===== src/rtl/lc3b_types.sv =====
// Shared LC-3b memory types and the arbiter state encoding.
package lc3b_types;

  typedef logic [15:0] lc3b_word;
  typedef logic [1:0]  lc3b_mem_wmask;

  typedef enum logic [2:0] {
    IDLE,
    I_BUSY,
    D_BUSY,
    I_DONE,
    D_DONE
  } lc3b_arb_state;

  localparam int unsigned STREAK_W = 4;

  // Request captured at grant time; drives the pmem port for the whole transaction.
  typedef struct packed {
    lc3b_word      addr;
    lc3b_word      wdata;
    lc3b_mem_wmask wmask;
    logic          write;
  } mem_req_t;

endpackage


===== src/rtl/mem_arbiter.sv =====
// Two-client (fetch/MEM) arbiter onto one physical memory port, data-priority with starvation cap.
// Latency: grant edge -> pmem strobe next cycle; pmem_resp edge -> one-cycle client resp, then IDLE.
// Backpressure: clients hold requests until resp; pmem stalls by withholding pmem_resp.
module mem_arbiter
  import lc3b_types::*;
#(
  parameter int unsigned MAX_D_BURST = 4
) (
  input  logic          clk,
  input  logic          rst_n,
  input  logic          i_read,
  input  lc3b_word      i_address,
  output lc3b_word      i_rdata,
  output logic          i_resp,
  input  logic          d_read,
  input  logic          d_write,
  input  lc3b_mem_wmask d_wmask,
  input  lc3b_word      d_address,
  input  lc3b_word      d_wdata,
  output lc3b_word      d_rdata,
  output logic          d_resp,
  output logic          pmem_read,
  output logic          pmem_write,
  output lc3b_mem_wmask pmem_wmask,
  output lc3b_word      pmem_address,
  output lc3b_word      pmem_wdata,
  input  lc3b_word      pmem_rdata,
  input  logic          pmem_resp
);

  localparam logic [STREAK_W-1:0] STREAK_MAX = STREAK_W'(MAX_D_BURST);

  lc3b_arb_state       state, state_nxt;
  logic [STREAK_W-1:0] d_streak, d_streak_nxt;
  mem_req_t            req_q, req_nxt;
  logic                d_req, i_wins, grant_i, grant_d;

  assign d_req  = d_read | d_write;
  // Instruction only overtakes data once the data streak has hit its cap.
  assign i_wins = i_read & (~d_req | (d_streak == STREAK_MAX));

  always_ff @(posedge clk or negedge rst_n) begin
    if (!rst_n) state <= IDLE;
    else        state <= state_nxt;
  end

  always_comb begin
    state_nxt = state;
    grant_i   = 1'b0;
    grant_d   = 1'b0;
    unique case (state)
      IDLE: begin
        if (i_wins) begin
          state_nxt = I_BUSY;
          grant_i   = 1'b1;
        end else if (d_req) begin
          state_nxt = D_BUSY;
          grant_d   = 1'b1;
        end
      end
      I_BUSY:  if (pmem_resp) state_nxt = I_DONE;
      D_BUSY:  if (pmem_resp) state_nxt = D_DONE;
      default: state_nxt = IDLE;
    endcase
  end

  always_comb begin
    d_streak_nxt = d_streak;
    if (grant_i) begin
      d_streak_nxt = '0;
    end else if (grant_d) begin
      if (!i_read)                    d_streak_nxt = '0;
      else if (d_streak < STREAK_MAX) d_streak_nxt = d_streak + 1'b1;
    end
  end

  // Write wins when both data ops are raised; reads always carry an empty mask.
  always_comb begin
    req_nxt = req_q;
    if (grant_i)
      req_nxt = '{addr: i_address, wdata: '0, wmask: '0, write: 1'b0};
    else if (grant_d)
      req_nxt = '{addr: d_address, wdata: d_wdata,
                  wmask: d_write ? d_wmask : 2'b00, write: d_write};
  end

  always_ff @(posedge clk or negedge rst_n) begin
    if (!rst_n) begin
      d_streak <= '0;
      req_q    <= '0;
      i_rdata  <= '0;
      d_rdata  <= '0;
    end else begin
      d_streak <= d_streak_nxt;
      req_q    <= req_nxt;
      if (state == I_BUSY && pmem_resp) i_rdata <= pmem_rdata;
      if (state == D_BUSY && pmem_resp) d_rdata <= pmem_rdata;
    end
  end

  assign pmem_read    = (state == I_BUSY) | ((state == D_BUSY) & ~req_q.write);
  assign pmem_write   = (state == D_BUSY) & req_q.write;
  assign pmem_address = req_q.addr;
  assign pmem_wdata   = req_q.wdata;
  assign pmem_wmask   = req_q.wmask;
  assign i_resp       = (state == I_DONE);
  assign d_resp       = (state == D_DONE);

endmodule


===== config.mk =====
export PLATFORM = sky130hd
export DESIGN_NAME = mem_arbiter
export DESIGN_NICKNAME = d
export VERILOG_FILES = /design/src/rtl/lc3b_types.sv /design/src/rtl/mem_arbiter.sv
export SDC_FILE = /design/constraint.sdc
export NUM_CORES = 1
export LEC_CHECK = 0
export BUFFER_PORTS_ARGS = -buffer_cell sky130_fd_sc_hd__buf_2
export CAP_MARGIN = 30
export CORE_ASPECT_RATIO = 0.7
export CORE_UTILIZATION = 45
export CTS_CLUSTER_SIZE = 16
export DETAILED_ROUTE_END_ITERATION = 12
export GPL_ROUTABILITY_DRIVEN = 0
export PLACE_DENSITY = 0.75
export SYNTH_ARGS = -nofsm -noshare
export SYNTH_HDL_FRONTEND = slang
export SYNTH_SLANG_ARGS = --single-unit

===== constraint.sdc =====
create_clock -name clk -period 3.1 [get_ports clk]
set_clock_uncertainty 0.05 [all_clocks]
set_input_delay 0.31 -clock clk [delete_from_list [all_inputs] [get_ports clk]]
set_output_delay 0.31 -clock clk [all_outputs]
set_load 0.02 [all_outputs]

==> results.json, run 1 <==
{
  "hold_violations": 0,
  "grt.total_usage_pct": 19.1,
  "cts.path.max_buffers": 2,
  "grt_pass1_vias": 2407,
  "htreeDepth": 3,
  "finalNetCount": 462,
  "seq_area_frac_synth_pct": 55.3,
  "switching_share_pct": 41.1,
  "combinationalPowerShare_pct": 46.5,
  "cts_post_setup_buffers_inserted": 0,
  "clk_pin_slew_worst_paths_ps": 80,
  "dp_slack_ps": 1000,
  "drive_gt1_share_pct": 50.9,
  "total_power_mw": 4.56,
  "num_antenna_cells": 0,
  "peakVddDrop_uv": 451,
  "p_leak_nw": 2.07,
  "synth.distinct_cells": 34,
  "antenna_found_initial": 0,
  "cts_inserted_buffers": 9,
  "stdcell_area_sq_mm": 0.00405,
  "syn-num-nets": 356,
  "postLayoutCoreUtil_pct": 58.0,
  "tns_ps": 0,
  "drtIter0Drc": 89,
  "detailed_place_hpwl_um": 5160,
  "clock-sinks": 74,
  "cts_resized": 0,
  "asyncSetResetFlopFracSynth_pct": 100,
  "synth_edf_count": 0,
  "core_area_sq_mm": 0.00698,
  "worstSetupPathType": "reg2reg",
  "cts_tree": "built",
  "max_cap_violations": 0,
  "multi_input_area_sq_mm": 0.00113,
  "r2r_end": "pmem_wdata[8]",
  "power_density_mw_per_mm2": 1130,
  "vias_per_cell": 4.91,
  "vias": 2390,
  "syn_inst": 282,
  "die_h_um": 74.2,
  "syn_area_per_cell_sq_um": 11.9,
  "worst_ep_required_time_ps": 3270,
  "clk_latency_ps": 330,
  "detail_route.wl_per_cell_um": 14.6,
  "die_area_sq_mm": 0.00780,
  "status": "finished clean",
  "rr_worst_depth": 6,
  "slew_violations": 0,
  "finalSetupViolCount": 0,
  "cts.hold.buffers_added": 0,
  "fin_hold_ws_ps": 50.8,
  "first_pass_iters": 4,
  "post-route-min-period_ps": 2120,
  "dp_cells": 471,
  "finalCritPeriodShare_pct": 68.4,
  "p_int_mw": 2.69,
  "mappedNetlistArea_sq_mm": 0.00335,
  "grt_overflow_total": 0,
  "tightest_slew_ps": 920,
  "r2r_slack_ps": 980,
  "arrival_ps": 2290,
  "start_util_pct": 48.0,
  "crit_path_end_kind": "register",
  "pin_count": 142,
  "postRouteAntennaNets": 0,
  "start_kind": "register",
  "grt_pass1_wl_um": 11600,
  "pwr-share-seq_pct": 36.9,
  "hp-class": "in2async",
  "die_x_um": 105,
  "r2r_start": "d_streak[0]",
  "placed_area_sq_mm": 0.00384,
  "grt_max_degree": 75,
  "fillCellCount": 609,
  "drc": 0,
  "rows": 25,
  "wl_um": 7110,
  "yosys_warnings": 0,
  "synthFlopType": "dfrtp_1",
  "power_frac_clock_pct": 16.6,
  "areaGrowthSynthToFinish_pct": 20.9,
  "instances_no_fill": 487,
  "port-buffer-count": 141,
  "p_sw_mw": 1.87,
  "crit_fanout": 19,
  "setup_slack_ps": 979,
  "fmax_mhz": 471,
  "root_buffer": "clkbuf_8",
  "relSlewSlack_pct": 38.7,
  "ys_ff_latch": 74,
  "register_area_sq_mm": 0.00185,
  "rsz0062_at_grt": "no"
}
[how the worst max path moves through the flow]
stage,start,to,slack [ps],cells after the start
after floorplan,d_streak[0],pmem_address[10],1440,8
after global placement,d_streak[0],pmem_wdata[1],1080,6
after CTS,d_streak[0],pmem_wdata[8],980,6
final,d_streak[0],pmem_wdata[8],980,6
after detailed placement,d_streak[0],pmem_wdata[1],1000,6
after global routing,d_streak[0],pmem_wdata[8],820,6
[synthesized netlist by cell type (2+ instances only)]
cell type	n	area, sq um
nor2_1	23	86.3
nor3_4	2	32.5
a21oi_1	33	165
dfrtp_1	74	1850
nand2_1	18	67.6
buf_6	3	33.8
o22ai_1	2	12.5
a22o_1	19	166
mux2_2	32	360
buf_2	6	30.0
buf_4	40	300
ha_1	2	25.0
inv_1	3	11.3
and3_1	3	18.8
mux2i_1	2	20.0
o21ai_0	2	10.0
[cell families (layout without fill, tap and decap cells)]
logic type / after synthesis / after routing / share of synthesized area, %
AO/OA/AOI/OAI: 63 / 63 / 12.7
AND/OR/NAND/NOR: 57 / 57 / 8.63
multiplexers: 34 / 34 / 11.4
buffers and inverters: 52 / 163 / 11.2
flip-flops: 74 / 74 / 55.3
adder cells (fa/ha/maj): 2 / 2 / 0.747
[power by group through the flow]
stage          clock [mW]  sequential, mW  combinational, mW
6_report            0.758            1.68               2.12
2_1_floorplan           0            1.89               1.58
3_3_place_gp            0            1.68               2.09
4_1_cts             0.786            1.69               2.14
3_5_place_dp            0            1.70               2.14
5_1_grt             0.825            1.75               2.29
[sequential cells by signal, indices dropped and copies added, names as in the netlist]
| register | cells |
|---|---|
| req_q | 1 |
| d_streak | 4 |
| pmem_wmask | 2 |
| pmem_wdata | 16 |
| pmem_address | 16 |
| state | 3 |
| d_rdata | 16 |
| i_rdata | 16 |
[area by class of cell]
| class | count | area share, % |
|---|---|---|
| Clock buffer | 12 | 3.83 |
| Clock inverter | 4 | 1.24 |
| Inverter | 3 | 0.278 |
| Multi-Input combinational cell | 156 | 27.9 |
| Sequential cell | 74 | 45.8 |
| Tap cell | 94 | 2.91 |
| Timing Repair Buffer | 144 | 18.1 |
[per-layer routing]
metal  GRT usage [%]  share of wire, %  vias up
li1                -                 -     1150
met1            23.7                45     1166
met2            33.2                50       67
met3            5.08               4.2        7
met4            6.89              0.98        0
met5               0                 0        -
[worst max-delay path: stages (launching register included)]
cell and delay, ps:
dfrtp_1 410, inv_1 80, ha_1 160, and3b_1 240, o21a_1 630, nor2_4 190
a22o_1 230
[placed cells by master (no fill, tap or decap), drive strengths merged, types with 2 or more instances in the layout]
master	count
a21oi	33
ha	2
a22o	19
mux2i	2
nor3	3
clkbuf	12
o22ai	2
o21ai	3
nand2	19
dfrtp	74
and3	3
inv	3
mux2	32
clkinvlp	2
nor2	25
buf	144
No activity file was read; power rests on OpenSTA's default activity.
==> run 2: changes to the inputs <==
- clock period: 3.1 -> 2.1 ns (I/O delays scaled with it)
==> results.json, run 2 (same netlist as run 1, synthesis figures left out) <==
{
  "status": "finished clean",
  "critPathCapture": "pmem_address[13]",
  "cts.path.max_buffers": 2,
  "grt_max_degree": 48,
  "max_stage_delay_ps": 400,
  "hp-class": "in2reg",
  "root_buffer": "clkbuf_8",
  "worstSetupPathDepth": 7,
  "htreeDepth": 3,
  "start_util_pct": 48.0,
  "fillCellCount": 597,
  "first_pass_iters": 4,
  "p_sw_mw": 2.83,
  "r2r_start": "d_streak[0]",
  "max_cap_violations": 0,
  "p_leak_nw": 2.12,
  "tns_ps": 0,
  "vias": 2481,
  "drive_gt1_share_pct": 51.5,
  "switching_share_pct": 40.8,
  "postRouteAntennaNets": 0,
  "top_layer_used": "met4",
  "finalNetCount": 469,
  "port-buffer-count": 141,
  "detail_route.wl_per_cell_um": 14.9,
  "fmax_mhz": 555,
  "pwr-share-seq_pct": 35.6,
  "arrival_ps": 2030,
  "antenna_found_initial": 0,
  "cts_inserted_buffers": 9,
  "grt_pass1_vias": 2360,
  "r2r_end": "pmem_address[13]",
  "startpoint": "d_streak[0]",
  "path_buf_inv": 2,
  "num_antenna_cells": 0,
  "register_area_sq_mm": 0.00185,
  "relSlewSlack_pct": 58.5,
  "die_x_um": 105,
  "stdcell_area_sq_mm": 0.00414,
  "slew_violations": 0,
  "clk_latency_ps": 340,
  "power_density_mw_per_mm2": 1680,
  "rows": 25,
  "worst_ep_required_time_ps": 2320,
  "start_kind": "register",
  "post-route-min-period_ps": 1800,
  "drtIter0Drc": 85,
  "cts_resized": 0,
  "combinationalPowerShare_pct": 46.3,
  "dr_wl_met2_um": 3440,
  "clk_pin_slew_worst_paths_ps": 80,
  "dr_wl_met3_um": 451,
  "grt_pass1_wl_um": 11900,
  "pin_count": 142,
  "detailed_place_hpwl_um": 5370,
  "power_frac_clock_pct": 18.1,
  "wl_um": 7360,
  "vias_per_cell": 5.02,
  "p_int_mw": 4.11,
  "wirelength_met1_um": 3340,
  "grt_overflow_total": 0,
  "crit_path_end_kind": "register",
  "peakVddDrop_uv": 718,
  "core_area_sq_mm": 0.00698,
  "placed_area_sq_mm": 0.00390,
  "tightest_slew_ps": 622,
  "areaGrowthSynthToFinish_pct": 23.5,
  "drc": 0,
  "crit_fanout": 12,
  "finalSetupViolCount": 0,
  "instances_no_fill": 494,
  "worstSetupPathType": "reg2reg",
  "r2r_slack_ps": 300,
  "final_common_cell": "buf_2",
  "rr_worst_depth": 7,
  "hold_violations": 0,
  "rsz0062_at_grt": "no",
  "clock-sinks": 74,
  "crit_chain": "inv_1, ha_1, and3b_1, o21a_1, buf_4, a21oi_1, a21oi_1",
  "critical-path-top-delay-family": "compound AO/OA/AOI/OAI gates",
  "cts_tree": "built",
  "crit_slowest_cell": "dfrtp_1",
  "final_cell_mix": "buf_2, dfrtp_1, a21oi_1",
  "multi_input_area_sq_mm": 0.00113,
  "grt.total_usage_pct": 20.0,
  "die_area_sq_mm": 0.00780,
  "finalCritPeriodShare_pct": 85.8,
  "cp_common_cell": "a21oi_1",
  "dp_cells": 477,
  "die_h_um": 74.2
}
## run 2: cell count changes in the layout (fill, tap and decap cells not counted), sizes merged
cell	previous run	this run
bufinv	1	2
clkinv	1	0
inv	3	5
clkinvlp	2	1
dlygate4sd3	0	1
buf	144	150
clkbuf	12	11
## run 2: metrics by stage
stage / total power [mW] / utilization (%) / hold WS, ps / setup WS [ps]
2_1_floorplan: 5.12 / - / -136 / 443
3_3_place_gp: 5.63 / 55.9 / 207 / 362
3_5_place_dp: 5.72 / 55.9 / 208 / 279
4_1_cts: 7.00 / 59.3 / 12.9 / 290
5_1_grt: 7.38 / 59.3 / 11.6 / 110
6_report: 6.94 / 59.3 / 24.2 / 298
## run 2: worst min path at each step
stage	startpoint	to	cells past startpoint	slack, ps
after floorplan	rst_n	d_rdata[0]	0	-140
after global placement	rst_n	i_rdata[10]	1	210
after detailed placement	rst_n	i_rdata[7]	1	210
after CTS	d_wdata[2]	pmem_wdata[2]	2	10
after global routing	d_wdata[6]	pmem_wdata[6]	2	10
final	d_wdata[13]	pmem_wdata[13]	2	20
## run 2: what timing repair did
| action | in CTS | in global routing |
|---|---|---|
| hold buffers | 1 | 0 |
| setup buffers | 0 | 0 |
| hold endpoints to repair | 46 | 0 |
## run 2: layer usage
| layer | up-vias | GRT usage (%) |
|---|---|---|
| met2 | 95 | 31.0 |
| met5 | - | 0 |
| met4 | 0 | 7.20 |
| met1 | 1202 | 27.0 |
| li1 | 1172 | - |
| met3 | 12 | 6.40 |
## run 2: power groups by stage
| stage | registers [mW] | clock network [mW] | logic (mW) |
|---|---|---|---|
| after floorplan | 2.79 | 0 | 2.33 |
| after global placement | 2.47 | 0 | 3.16 |
| after detailed placement | 2.48 | 0 | 3.24 |
| after CTS | 2.47 | 1.29 | 3.24 |
| after global routing | 2.56 | 1.36 | 3.47 |
| final | 2.47 | 1.26 | 3.21 |
## run 2: cell type report
class | instances | share of cell area, %
clock buffer | 11 | 3.42
inverter | 3 | 0.272
sequential | 74 | 44.8
timing repair buffer | 151 | 19.3
clock inverter | 5 | 2.06
multi-input combinational | 156 | 27.3
tap | 94 | 2.84
## run 2: worst reg2reg max path, cell delays in order, from the launching register on
cell     delay (ps)
dfrtp_1         400
inv_1            80
ha_1            160
and3b_1         230
o21a_1          320
buf_4           260
a21oi_1          90
a21oi_1         160
==> run 3: changes to the inputs <==
--- a/constraint.sdc
+++ b/constraint.sdc
@@ -3,3 +3,3 @@
 set_input_delay 0.21 -clock clk [delete_from_list [all_inputs] [get_ports clk]]
 set_output_delay 0.21 -clock clk [all_outputs]
-set_load 0.02 [all_outputs]
+set_load 0.1 [all_outputs]
==> results.json, run 3 (same netlist as run 1, synthesis figures left out) <==
{
  "areaGrowthSynthToFinish_pct": 23.7,
  "cts.path.max_buffers": 2,
  "grt_max_degree": 47,
  "grt_pass1_wl_um": 12000,
  "finalSetupViolCount": 0,
  "rsz0062_at_grt": "no",
  "status": "finished clean",
  "die_area_sq_mm": 0.00780,
  "drive_gt1_share_pct": 52.1,
  "detailed_place_hpwl_um": 5400,
  "slew_violations": 0,
  "wl_um": 7400,
  "clk_pin_slew_worst_paths_ps": 80,
  "cts_tree": "built",
  "first_pass_iters": 4,
  "worstSetupPathType": "reg2out",
  "crit_chain": "nor2_1, and3_1, buf_2",
  "post-route-min-period_ps": 1880,
  "hold_violations": 0,
  "crit_fanout": 8,
  "drc": 0,
  "rows": 25,
  "arrival_ps": 1620,
  "detail_route.wl_per_cell_um": 14.9,
  "register_area_sq_mm": 0.00185,
  "finalCritPeriodShare_pct": 89.6,
  "worst_ep_required_time_ps": 1840,
  "port-buffer-count": 141,
  "core_area_sq_mm": 0.00698,
  "vias_per_cell": 5.04,
  "antenna_found_initial": 0,
  "max_cap_violations": 0,
  "clk_latency_ps": 340,
  "root_buffer": "clkbuf_8",
  "htreeDepth": 3,
  "start_kind": "register",
  "relSlewSlack_pct": 66.6,
  "crit_slowest_cell": "dfrtp_1",
  "hp-class": "in2reg",
  "drtIter0Drc": 113,
  "tightest_slew_ps": 505,
  "die_x_um": 105,
  "postRouteAntennaNets": 0,
  "multi_input_area_sq_mm": 0.00114,
  "fmax_mhz": 531,
  "pin_count": 142,
  "grt.total_usage_pct": 20.0,
  "start_util_pct": 48.0,
  "grt_overflow_total": 0,
  "die_h_um": 74.2,
  "grt_pass1_vias": 2380,
  "clock-sinks": 74,
  "max_stage_delay_ps": 520,
  "postLayoutCoreUtil_pct": 59.4,
  "vias": 2496,
  "cts_resized": 0,
  "num_antenna_cells": 0,
  "crit_path_end_kind": "output pin",
  "cts_inserted_buffers": 9,
  "final_common_cell": "buf_2",
  "fillCellCount": 582,
  "path_buf_inv": 1,
  "tns_ps": 0,
  "final_cell_mix": "buf_2, dfrtp_1, a21oi_1",
  "critical-path-top-delay-family": "flip-flops",
  "finalNetCount": 470
}
-- run 3: worst register-to-register path, stage by stage, from the launching register on --
cell     delay [ps]
dfrtp_1         400
inv_1            80
ha_1            160
and3b_1         250
o21a_1          360
buf_4           270
a21oi_1          80
a21oi_1         150
-- run 3: path summary, 6_finish.rpt --
check                                    from               to  slack, ps  cells past startpoint
worst min-delay path              d_wdata[13]   pmem_wdata[13]         40                      2
min in group asynchronous               rst_n       i_rdata[8]        280                      2
worst max-delay path                 state[2]       pmem_write        220                      3
worst min register to register  pmem_wdata[0]    pmem_wdata[0]        450                      1
max in group asynchronous               rst_n    pmem_wmask[1]       1140                      3
worst max register to register    d_streak[0]  pmem_address[0]        230                      7
-- run 3: repair_timing --
item | in CTS | in global routing
hold buffers | 1 | 0
endpoints found under the hold margin | 28 | 0
buffers inserted | 0 | 0
-- run 3: per-layer routing --
| layer | share of wire, % | GRT usage (%) | up-vias |
|---|---|---|---|
| met5 | 0 | 0 | - |
| met4 | 0.84 | 6.73 | 0 |
| met3 | 6.0 | 5.78 | 5 |
| met2 | 51 | 33.7 | 83 |
| met1 | 42 | 25.4 | 1235 |
| li1 | - | - | 1173 |
-- run 3: area by class of cell --
| cell class | count | share of cell area (%) |
|---|---|---|
| Clock inverter | 5 | 1.87 |
| Inverter | 3 | 0.272 |
| Timing Repair Buffer | 152 | 19.5 |
| Clock buffer | 11 | 3.41 |
| Multi-Input combinational cell | 156 | 27.5 |
| Sequential cell | 74 | 44.7 |
| Tap cell | 94 | 2.84 |
-- run 3: stage by stage --
| stage | hold WS, ps | instance area [sq um] | setup WS, ps | instances |
|---|---|---|---|---|
| after floorplan | -136 | 3360 | 65.5 | 282 |
| after global placement | 106 | 3910 | 317 | 478 |
| after detailed placement | 112 | 3910 | 244 | 478 |
| after CTS | 15.6 | 4140 | 202 | 495 |
| after global routing | 20.4 | 4140 | 2.09 | 495 |
| final | 37.3 | 4140 | 217 | 495 |
Power of run 3 is left out: the tool's default activity adds up to more than one toggle a clock period on the data nets, which glitch-free logic cannot reach.
